### src/rtl/transmissor_16_pkg.sv
// rtl/transmissor_16_pkg.sv - shared state encoding, bit timing and frame length constants for transmissor_16
package transmissor_16_pkg;

    // Debug encoding: db_estado shows these values 0..7 in declaration order.
    typedef enum logic [2:0] {
        ST_IDLE  = 3'd0,
        ST_LOAD  = 3'd1,
        ST_START = 3'd2,
        ST_DATA  = 3'd3,
        ST_PAR   = 3'd4,
        ST_STOP  = 3'd5,
        ST_NEXT  = 3'd6,
        ST_DONE  = 3'd7
    } state_t;

    localparam int FRAME_BITS_PAR    = 11;
    localparam int FRAME_BITS_NO_PAR = 10;

    function automatic int bit_ticks(input int clock_hz, input int baud_rate);
        return clock_hz / baud_rate;
    endfunction

    function automatic int frame_bits(input int parity);
        return (parity != 0) ? FRAME_BITS_PAR : FRAME_BITS_NO_PAR;
    endfunction

endpackage

### src/rtl/tx_serial_8.sv
// rtl/tx_serial_8.sv - single-byte serial frame sender (start, 8 data bits LSB first, optional even parity, stop)
module tx_serial_8
    import transmissor_16_pkg::*;
#(
    parameter int TICKS  = 434,
    parameter int PARITY = 1
) (
    input  logic       clock,
    input  logic       reset,
    input  logic       start,
    input  logic [7:0] byte_in,
    output logic       tx_serial,
    output logic       fim,
    output state_t     phase_next
);

    localparam int TICK_W = (TICKS > 1) ? $clog2(TICKS) : 1;
    localparam logic [TICK_W-1:0] TICK_LAST = TICK_W'(TICKS - 1);

    state_t            phase;
    logic [TICK_W-1:0] tick;
    logic [2:0]        bit_cnt;
    logic [7:0]        shreg;
    logic              par_q;
    logic              tick_last;
    logic              load;

    assign tick_last = (tick == TICK_LAST);

    // fim marks the last cycle of the stop bit, so a start seen here chains
    // the next frame without any idle cycle on the line.
    assign fim  = (phase == ST_STOP) && tick_last;
    assign load = start && ((phase == ST_IDLE) || fim);

    always_comb begin
        phase_next = phase;
        tx_serial  = 1'b1;
        case (phase)
            ST_IDLE: begin
                if (start) phase_next = ST_START;
            end
            ST_START: begin
                tx_serial = 1'b0;
                if (tick_last) phase_next = ST_DATA;
            end
            ST_DATA: begin
                tx_serial = shreg[0];
                if (tick_last && (bit_cnt == 3'd7))
                    phase_next = (PARITY != 0) ? ST_PAR : ST_STOP;
            end
            ST_PAR: begin
                tx_serial = par_q;
                if (tick_last) phase_next = ST_STOP;
            end
            ST_STOP: begin
                if (tick_last) phase_next = start ? ST_START : ST_IDLE;
            end
            default: phase_next = ST_IDLE;
        endcase
    end

    always_ff @(posedge clock) begin
        if (reset) begin
            phase   <= ST_IDLE;
            tick    <= '0;
            bit_cnt <= '0;
            shreg   <= '0;
            par_q   <= 1'b0;
        end else begin
            phase <= phase_next;
            if (load) begin
                tick    <= '0;
                bit_cnt <= '0;
                shreg   <= byte_in;
                par_q   <= ^byte_in;
            end else if (phase != ST_IDLE) begin
                tick <= tick_last ? '0 : tick + TICK_W'(1);
                if ((phase == ST_DATA) && tick_last) begin
                    shreg   <= {1'b0, shreg[7:1]};
                    bit_cnt <= bit_cnt + 3'd1;
                end
            end
        end
    end

endmodule

### src/rtl/transmissor_16.sv
// rtl/transmissor_16.sv - 16-bit word serial transmitter, high byte first; TRANSMISSOR_16_DEBUG_EN drives db_estado
module transmissor_16
    import transmissor_16_pkg::*;
#(
    parameter int BAUD_RATE = 115200,
    parameter int CLOCK_HZ  = 50_000_000,
    parameter int PARITY    = 1
) (
    input  logic        clock,
    input  logic        reset,
    input  logic        partida,
    input  logic [15:0] data_in,
    output logic        tx_serial,
    output logic        ocupado,
    output logic        fim_transmitir,
    output logic [3:0]  db_estado
);

    localparam int TICKS = bit_ticks(CLOCK_HZ, BAUD_RATE);

    state_t     state;
    state_t     state_next;
    state_t     sub_phase_next;
    logic       low_byte;
    logic [7:0] data_lo;
    logic       accept;
    logic       sub_start;
    logic       sub_fim;
    logic [7:0] sub_byte;

    // The high byte goes straight from data_in into the sender so the start
    // bit appears on the cycle right after partida is accepted.
    assign accept    = (state == ST_IDLE) && partida;
    assign sub_start = accept || (sub_fim && !low_byte);
    assign sub_byte  = accept ? data_in[15:8] : data_lo;

    tx_serial_8 #(
        .TICKS  (TICKS),
        .PARITY (PARITY)
    ) u_tx_serial_8 (
        .clock      (clock),
        .reset      (reset),
        .start      (sub_start),
        .byte_in    (sub_byte),
        .tx_serial  (tx_serial),
        .fim        (sub_fim),
        .phase_next (sub_phase_next)
    );

    // While a byte is in flight the word FSM follows the sender's phase;
    // LOAD and NEXT each cover the first cycle of a start bit.
    always_comb begin
        state_next = state;
        case (state)
            ST_IDLE: begin
                if (partida) state_next = ST_LOAD;
            end
            ST_DONE: begin
                state_next = ST_IDLE;
            end
            default: begin
                if (sub_fim) state_next = low_byte ? ST_DONE : ST_NEXT;
                else         state_next = sub_phase_next;
            end
        endcase
    end

    always_ff @(posedge clock) begin
        if (reset) begin
            state    <= ST_IDLE;
            low_byte <= 1'b0;
            data_lo  <= '0;
        end else begin
            state <= state_next;
            if (accept) begin
                data_lo  <= data_in[7:0];
                low_byte <= 1'b0;
            end else if (sub_fim && !low_byte) begin
                low_byte <= 1'b1;
            end
        end
    end

    assign ocupado        = (state != ST_IDLE) && (state != ST_DONE);
    assign fim_transmitir = (state == ST_DONE);

`ifdef TRANSMISSOR_16_DEBUG_EN
    assign db_estado = {1'b0, state};
`else
    assign db_estado = 4'b0000;
`endif

endmodule
### config.mk
export PLATFORM = sky130hd
export DESIGN_NAME = transmissor_16
export DESIGN_NICKNAME = d
export VERILOG_FILES = /design/src/rtl/transmissor_16_pkg.sv /design/src/rtl/tx_serial_8.sv /design/src/rtl/transmissor_16.sv
export SDC_FILE = /design/constraint.sdc
export NUM_CORES = 1
export LEC_CHECK = 0
export CELL_PAD_IN_SITES_DETAIL_PLACEMENT = 0
export CELL_PAD_IN_SITES_GLOBAL_PLACEMENT = 1
export CORE_MARGIN = 2
export CORE_UTILIZATION = 35
export CTS_CLUSTER_SIZE = 10
export DETAILED_ROUTE_END_ITERATION = 10
export GPL_ROUTABILITY_DRIVEN = 1
export PLACE_DENSITY_LB_ADDON = 0.1
export SLEW_MARGIN = 20
export SYNTH_ARGS = -nofsm -noshare
export SYNTH_HDL_FRONTEND = slang
export SYNTH_SLANG_ARGS = --single-unit
### constraint.sdc
create_clock -name clock -period 3.32 [get_ports clock]
set_input_delay 0.83 -clock clock [delete_from_list [all_inputs] [get_ports clock]]
set_output_delay 0.83 -clock clock [all_outputs]
set_load 0.02 [all_outputs]
==> results.cfg, run 1 <==
[hold_path]
worstHoldPathType = reg -> reg

[floorplan]
start_util_pct = 36.9
core_area_mm2 = 0.00520
die_x_um = 78.1
floorplan.io_pins = 26
die_height_um = 78.1
placementRows = 26
fp.dieArea_mm2 = 0.00610

[synthesis]
synth.ff_latch_count = 36
postSynthCellCount = 223
synth_cell_types = 49
yosys_most_used_dff = sky130_fd_sc_hd__dfxtp_1
syn-cell-area_mm2 = 0.00192
post-synth-top-area-cell = sky130_fd_sc_hd__dfxtp_1
mean_post_synth_cell_area_um2 = 8.62
ys_top_cells_by_count = sky130_fd_sc_hd__nand2_1, sky130_fd_sc_hd__dfxtp_1, sky130_fd_sc_hd__nor2_1, sky130_fd_sc_hd__a21oi_1, sky130_fd_sc_hd__xnor2_1
synth_most_common_cell = sky130_fd_sc_hd__nand2_1
count_of_flip_flops_with_a_built_in_enable_after_synthesis = 0
synth.yosys.warnings = 0
ys_seq_area_share_pct = 37.5
yosys-top-cells-area = sky130_fd_sc_hd__dfxtp_1, sky130_fd_sc_hd__xnor2_1, sky130_fd_sc_hd__nand2_1, sky130_fd_sc_hd__a21oi_1, sky130_fd_sc_hd__nor2_1
synth_top_cell_area_share_pct = 37.5
asyncSetResetFlopFracSynth_pct = 0

[cells_and_area]
design.final.nets = 269
flow.area_growth_from_synthesis_pct = 16.0
antenna_diode_instance_count = 0
share_of_post_route_cells_with_drive_strength_above_1_pct = 11.4
final.fill_count = 557

[global_routing]
via_count_of_the_first_global_routing_pass = 1536
grt_total_usage_pct = 14.6
grt_max_degree = 22
grt_remaining_overflow = 0
grt_first_pass_wirelength_mm = 7.11
grt_antenna_before_repair = 0

[cts]
tritoncts_num_sinks = 36
tritoncts = done
clk_pin_slew_worst_paths_ns = 0.07
ctsLongestPathBuffers = 2
clock_tree.htree_level_count = 2
clockRootBuffer = sky130_fd_sc_hd__clkbuf_8
post-cts-setup-buffer-count = 0
cts-hold-fix-buffers = 0
cts_buffers = 5
cts-resized-gates = 0
insertion_delay_ns = 0.28

[worst_setup_path]
crit_arrival_ns = 1.70
cp_cell_sequence = nor2b_1 -> a21oi_1 -> clkdlybuf4s50_1
cp_top_family = buffers and inverters
crit_path_start_kind = flop
setup.worst_path.class = reg -> out
critical_path_maximum_fanout = 8
slowest_stage = sky130_fd_sc_hd__clkdlybuf4s50_1
critical_path.max_stage_delay_ns = 0.55
worst_setup_path_end_kind = output pin
critical_path.n_buffers_inverters = 1
worstPathRequired_ns = 2.49

[route]
antenna_left = 0
drt_pre_antenna_iters = 4
detail_route.drc_violations = 0
routed_wire_per_std_cell_um = 12.7
detail_route.vias_per_cell = 4.86
totalWireLength_mm = 4.00
dr.first_iter.drc_count = 98
via_count = 1535

[timing]
timing_worst_slew_pin_value_ns = 0.726
setup_viol = 0
final.min_clock_period_ns = 2.53
timing_hold_violations_final = 0
max_freq_mhz = 395
report.final.slew_viol_count = 0
slew_headroom_pct = 51.4
period_share_pct = 76.3
fin_setup_tns_ns = 0
final.setup_skew_ns = 0.00747
grt_setup_unrepaired = false

[pwr]
total_power_w = 0.000920
power.leakage_nw = 0.829
power-per-cell-area_mw_per_mm2 = 413
irDropWorstVdd_mv = 0.164

[placed_design]
dpl.hpwl_mm = 2.98
gpl.final_weighted_congestion = 0.762
port_buffers = 21

[flow_run]
timing.max_cap.violations = 0

[outcome]
status = completed
-- power by group --
group / total, W / leakage [nW] / switching, W / internal [W]
clock network: 0.000292 / 0.0410 / 0.000149 / 0.000143
registers: 0.000464 / 0.293 / 0.0000134 / 0.000451
logic: 0.000165 / 0.495 / 0.0000833 / 0.0000815
total: 0.000920 / 0.829 / 0.000246 / 0.000675
-- registers in the layout, summed over array words and instances (netlist names) --
name,count
u_tx_serial_8.tick,9
u_tx_serial_8.phase,3
u_tx_serial_8.shreg,8
state,3
u_tx_serial_8.par_q,1
data_lo,8
u_tx_serial_8.bit_cnt,3
low_byte,1
-- path summary, 6_finish.rpt --
kind / end / cells after the start / from / slack [ns]
max reg2reg: u_tx_serial_8.shreg[6]$_SDFFE_PP0P_ / 5 / u_tx_serial_8.tick[2]$_SDFFE_PP0P_ / 1.18
min: u_tx_serial_8.shreg[1]$_SDFFE_PP0P_ / 2 / u_tx_serial_8.shreg[2]$_SDFFE_PP0P_ / 0.46
max: tx_serial / 3 / u_tx_serial_8.phase[2]$_SDFF_PP0_ / 0.79
min reg2reg: u_tx_serial_8.shreg[1]$_SDFFE_PP0P_ / 2 / u_tx_serial_8.shreg[2]$_SDFFE_PP0P_ / 0.46
-- kinds of logic (layout without fill, tap and decap cells) --
family                   Yosys count  in the layout  share of synthesized area, %
other                              1              4                         0.195
flip-flops                        36             36                          37.5
buffers and inverters             18             38                          7.22
XOR/XNOR                          22             22                          10.0
AND/OR/NAND/NOR                  105            105                          28.6
multiplexers                       4              4                          2.41
AO/OA/AOI/OAI                     33             33                          11.5
adder cells (fa/ha/maj)            4              4                          2.60
-- per-stage QoR --
step	setup slack, ns	instance area (um2)	hold WS [ns]	std cells	util, %
final	0.788	2230	0.461	316	42.9
after floorplan	1.25	1930	0.430	226	-
after global placement	0.646	2150	0.445	309	41.4
after CTS	0.778	2230	0.461	316	42.9
after global routing	0.645	2230	0.492	316	42.9
after detailed placement	0.644	2150	0.444	309	41.4
-- layout make-up --
type                       instances  area [um2]  share of cell area [%]
multi-input combinational        172        1070                    48.2
inverter                           4        15.0                   0.673
timing repair buffer              27         255                    11.4
clock buffer                       6        72.6                    3.25
sequential                        36         721                    32.3
clock inverter                     1        5.00                   0.224
tap                               70        87.6                    3.93
-- worst reg2reg max path, cell delays in order (launching register included) --
cell and delay, ns:
sky130_fd_sc_hd__dfxtp_1 0.35, sky130_fd_sc_hd__or4b_4 0.58, sky130_fd_sc_hd__nor3_4 0.50, sky130_fd_sc_hd__mux2_2 0.40
sky130_fd_sc_hd__nor2_1 0.11, sky130_fd_sc_hd__a311oi_2 0.06
-- per-layer routing --
metal	vias to the layer above	global-route usage, %	part of all wire, %
met1	693	19.8	51
met4	0	5.44	2.0
met3	10	3.56	3.4
met5	-	0	0
met2	25	22.4	44
li1	807	-	-
-- layout by cell type, fill, tap and decap left out, drive strengths merged, types with 2 or more instances in the layout --
master / Yosys / routed
nand2: 37 / 37
dfxtp: 36 / 36
nor2: 24 / 24
a21oi: 22 / 22
clkdlybuf4s50: 0 / 21
xnor2: 17 / 17
nand3: 9 / 9
buf: 9 / 6
nor3: 6 / 6
clkbuf: 5 / 6
or4b: 6 / 6
xor2: 5 / 5
inv: 4 / 4
and3: 4 / 4
ha: 4 / 4
conb: 1 / 4
nand4: 3 / 3
nor4b: 3 / 3
nand2b: 2 / 2
nor3b: 2 / 2
a311oi: 2 / 2
mux2i: 2 / 2
and4: 2 / 2
mux2: 2 / 2
or2: 2 / 2
No activity file was read; power rests on OpenSTA's default activity.
==> inputs of run 2 (changes only) <==
==> constraint.sdc (replaced) <==
create_clock -name clock -period 2.19 [get_ports clock]
set_input_delay 0.5475 -clock clock [delete_from_list [all_inputs] [get_ports clock]]
set_output_delay 0.5475 -clock clock [all_outputs]
set_load 0.02 [all_outputs]
==> run 2 against run 1 <==
Net effect:
- via count is 2.9% higher
- sequential share of layout area fell by 1.4 points
- largest cell class unchanged
- cell count grew 3.5%
- global-route usage grew 0.10 points
- sequential power up 52%
- die area did not move
- critical path depth increased by 5
- combinational power up 62%
- critical path type is now reg -> reg
==> results.cfg, run 2 (synthesis gave the netlist of run 1 again) <==
[cells_and_area]
registers.top_by_ff_count = u_tx_serial_8.tick
share_of_post_route_cells_with_drive_strength_above_1_pct = 16.0
most_common_cell_after_layout_fill_and_taps_aside = sky130_fd_sc_hd__nand2_1
top_regs = u_tx_serial_8.tick x9, data_lo x8, u_tx_serial_8.shreg x8
flow.area_growth_from_synthesis_pct = 21.4
mostFrequentLayoutCells = sky130_fd_sc_hd__nand2_1, sky130_fd_sc_hd__dfxtp_1, sky130_fd_sc_hd__nor2_1, sky130_fd_sc_hd__a21oi_1, sky130_fd_sc_hd__clkdlybuf4s50_1
largest_register_ffs = 9
antenna_diode_instance_count = 0
design.final.nets = 280

[pwr]
power.share.combinational_pct = 18.0
power-per-cell-area_mw_per_mm2 = 635
power.leakage_nw = 0.907
power.switching_w = 0.000383
seq_power_share_pct = 47.4
netSwitchingFraction_pct = 25.9
irDropWorstVdd_mv = 0.277
share_clk_of_total_power_pct = 34.6
power_report.internal_total_w = 0.00110
total_power_w = 0.00148

[hold_path]
hp-start = u_tx_serial_8.shreg[1]$_SDFFE_PP0P_
worstHoldPathType = reg -> reg

[timing]
max_freq_mhz = 488
final.min_clock_period_ns = 2.05
grt_setup_unrepaired = false
timing.final.ws_setup_ns = 0.140
setup_viol = 0
report.final.slew_viol_count = 0
timing_hold_violations_final = 0
period_share_pct = 93.6
final.setup_skew_ns = 0.00604

[floorplan]
core_area_mm2 = 0.00520
fp.dieArea_mm2 = 0.00610
die_x_um = 78.1
die_height_um = 78.1
start_util_pct = 36.9
floorplan.io_pins = 26
placementRows = 26

[worst_setup_path]
crit_path_start_kind = flop
reg_to_reg_critical_path_startpoint = u_tx_serial_8.tick[1]$_SDFFE_PP0P_
setup.worst_path.class = reg -> reg
cp_top_family = simple AND/OR/NAND/NOR gates
crit_arrival_ns = 2.28
rr_endpoint = u_tx_serial_8.shreg[3]$_SDFFE_PP0P_
critical_path_maximum_fanout = 13
timing.critical_path.to = u_tx_serial_8.shreg[3]$_SDFFE_PP0P_
reg2reg_depth = 8
timing.reg2reg.setup_slack_ns = 0.14
cp_cell_sequence = inv_1 -> ha_1 -> and4_1 -> nand4_1 -> a22oi_2 -> buf_4 -> or4b_2 -> nand3_1
cp-startpoint = u_tx_serial_8.tick[1]$_SDFFE_PP0P_
worstPathRequired_ns = 2.42
critical_path.max_stage_delay_ns = 0.63
worst_setup_path_end_kind = flop
critical_path_cell_count = 8
critical_path.n_buffers_inverters = 2
slowest_stage = sky130_fd_sc_hd__or4b_2

[route]
met2WireLength_mm = 1.84
top_signal_layer_used = met4
via_count = 1579
routed_wire_per_std_cell_um = 12.6
dr.first_iter.drc_count = 44
detail_route.vias_per_cell = 4.83
drt_pre_antenna_iters = 4
route.met3.wl_um = 101
antenna_left = 0
detail_route.drc_violations = 0
totalWireLength_mm = 4.14
drt-met1-wl_mm = 2.13

[cts]
tritoncts = done
cts_buffers = 5
ctsLongestPathBuffers = 2
post-cts-setup-buffer-count = 0
clk_pin_slew_worst_paths_ns = 0.07
insertion_delay_ns = 0.29
tritoncts_num_sinks = 36
clock_tree.htree_level_count = 2
clockRootBuffer = sky130_fd_sc_hd__clkbuf_8
cts-hold-fix-buffers = 0

[global_routing]
grt_antenna_before_repair = 0
grt_max_degree = 18
grt_total_usage_pct = 14.7
grt_remaining_overflow = 0
via_count_of_the_first_global_routing_pass = 1510
grt_first_pass_wirelength_mm = 7.05

[placed_design]
dp_slack_ns = -0.156
dpl.hpwl_mm = 3.08
port_buffers = 21
gpl.final_weighted_congestion = 0.730

[outcome]
status = completed

[flow_run]
timing.max_cap.violations = 0
==> run 2: how the worst min path moves through the flow <==
stage / end / slack, ns / depth (start not counted)
after floorplan: u_tx_serial_8.shreg[0]$_SDFFE_PP0P_ / 0.43 / 2
after global placement: u_tx_serial_8.shreg[3]$_SDFFE_PP0P_ / 0.44 / 2
after detailed placement: u_tx_serial_8.shreg[0]$_SDFFE_PP0P_ / 0.44 / 2
after CTS: u_tx_serial_8.shreg[0]$_SDFFE_PP0P_ / 0.46 / 2
after global routing: u_tx_serial_8.shreg[1]$_SDFFE_PP0P_ / 0.50 / 2
final: u_tx_serial_8.shreg[0]$_SDFFE_PP0P_ / 0.46 / 2
==> run 2: power groups by stage <==
stage / Clock (W) / Combinational [W] / Sequential [W]
6_report: 0.000512 / 0.000267 / 0.000703
5_1_grt: 0.000559 / 0.000295 / 0.000707
4_1_cts: 0.000532 / 0.000269 / 0.000702
3_5_place_dp: 0 / 0.000269 / 0.000718
3_3_place_gp: 0 / 0.000269 / 0.000718
2_1_floorplan: 0 / 0.000190 / 0.000713
==> run 2: final cells by class <==
type / count / area, um2
clock buffer: 7 / 96.3
fill: 547 / 2870
inverter: 4 / 15.0
multi-input combinational: 172 / 1070
sequential: 36 / 722
tap: 70 / 87.6
timing repair buffer: 38 / 339
==> run 2: per-stage QoR <==
stage / cells / hold WS (ns) / instance area [um2] / utilization, % / setup TNS [ns]
finish: 327 / 0.459 / 2330 / 44.9 / 0
global route: 327 / 0.505 / 2330 / 44.9 / 0
CTS: 327 / 0.464 / 2330 / 44.8 / 0
detailed placement: 320 / 0.444 / 2240 / 43.0 / -2.16
global placement: 320 / 0.443 / 2240 / 43.0 / -1.80
floorplan: 226 / 0.430 / 1930 / - / 0
==> run 2: worst min-delay path, cell delays in order, from the launching register on <==
cell and delay (ns):
sky130_fd_sc_hd__dfxtp_1 0.32, sky130_fd_sc_hd__nand2_1 0.05, sky130_fd_sc_hd__nand3_1 0.06
==> run 2: layer usage <==
layer	track usage [%]	up-vias
li1	-	828
met5	0	-
met3	3.10	5
met4	5.79	0
met2	22.2	20
met1	20.4	726
==> run 2: what timing repair did <==
action	4_1_cts	5_1_grt
pin swaps	0	0
resized for setup	1	2
setup endpoints to repair	1	2
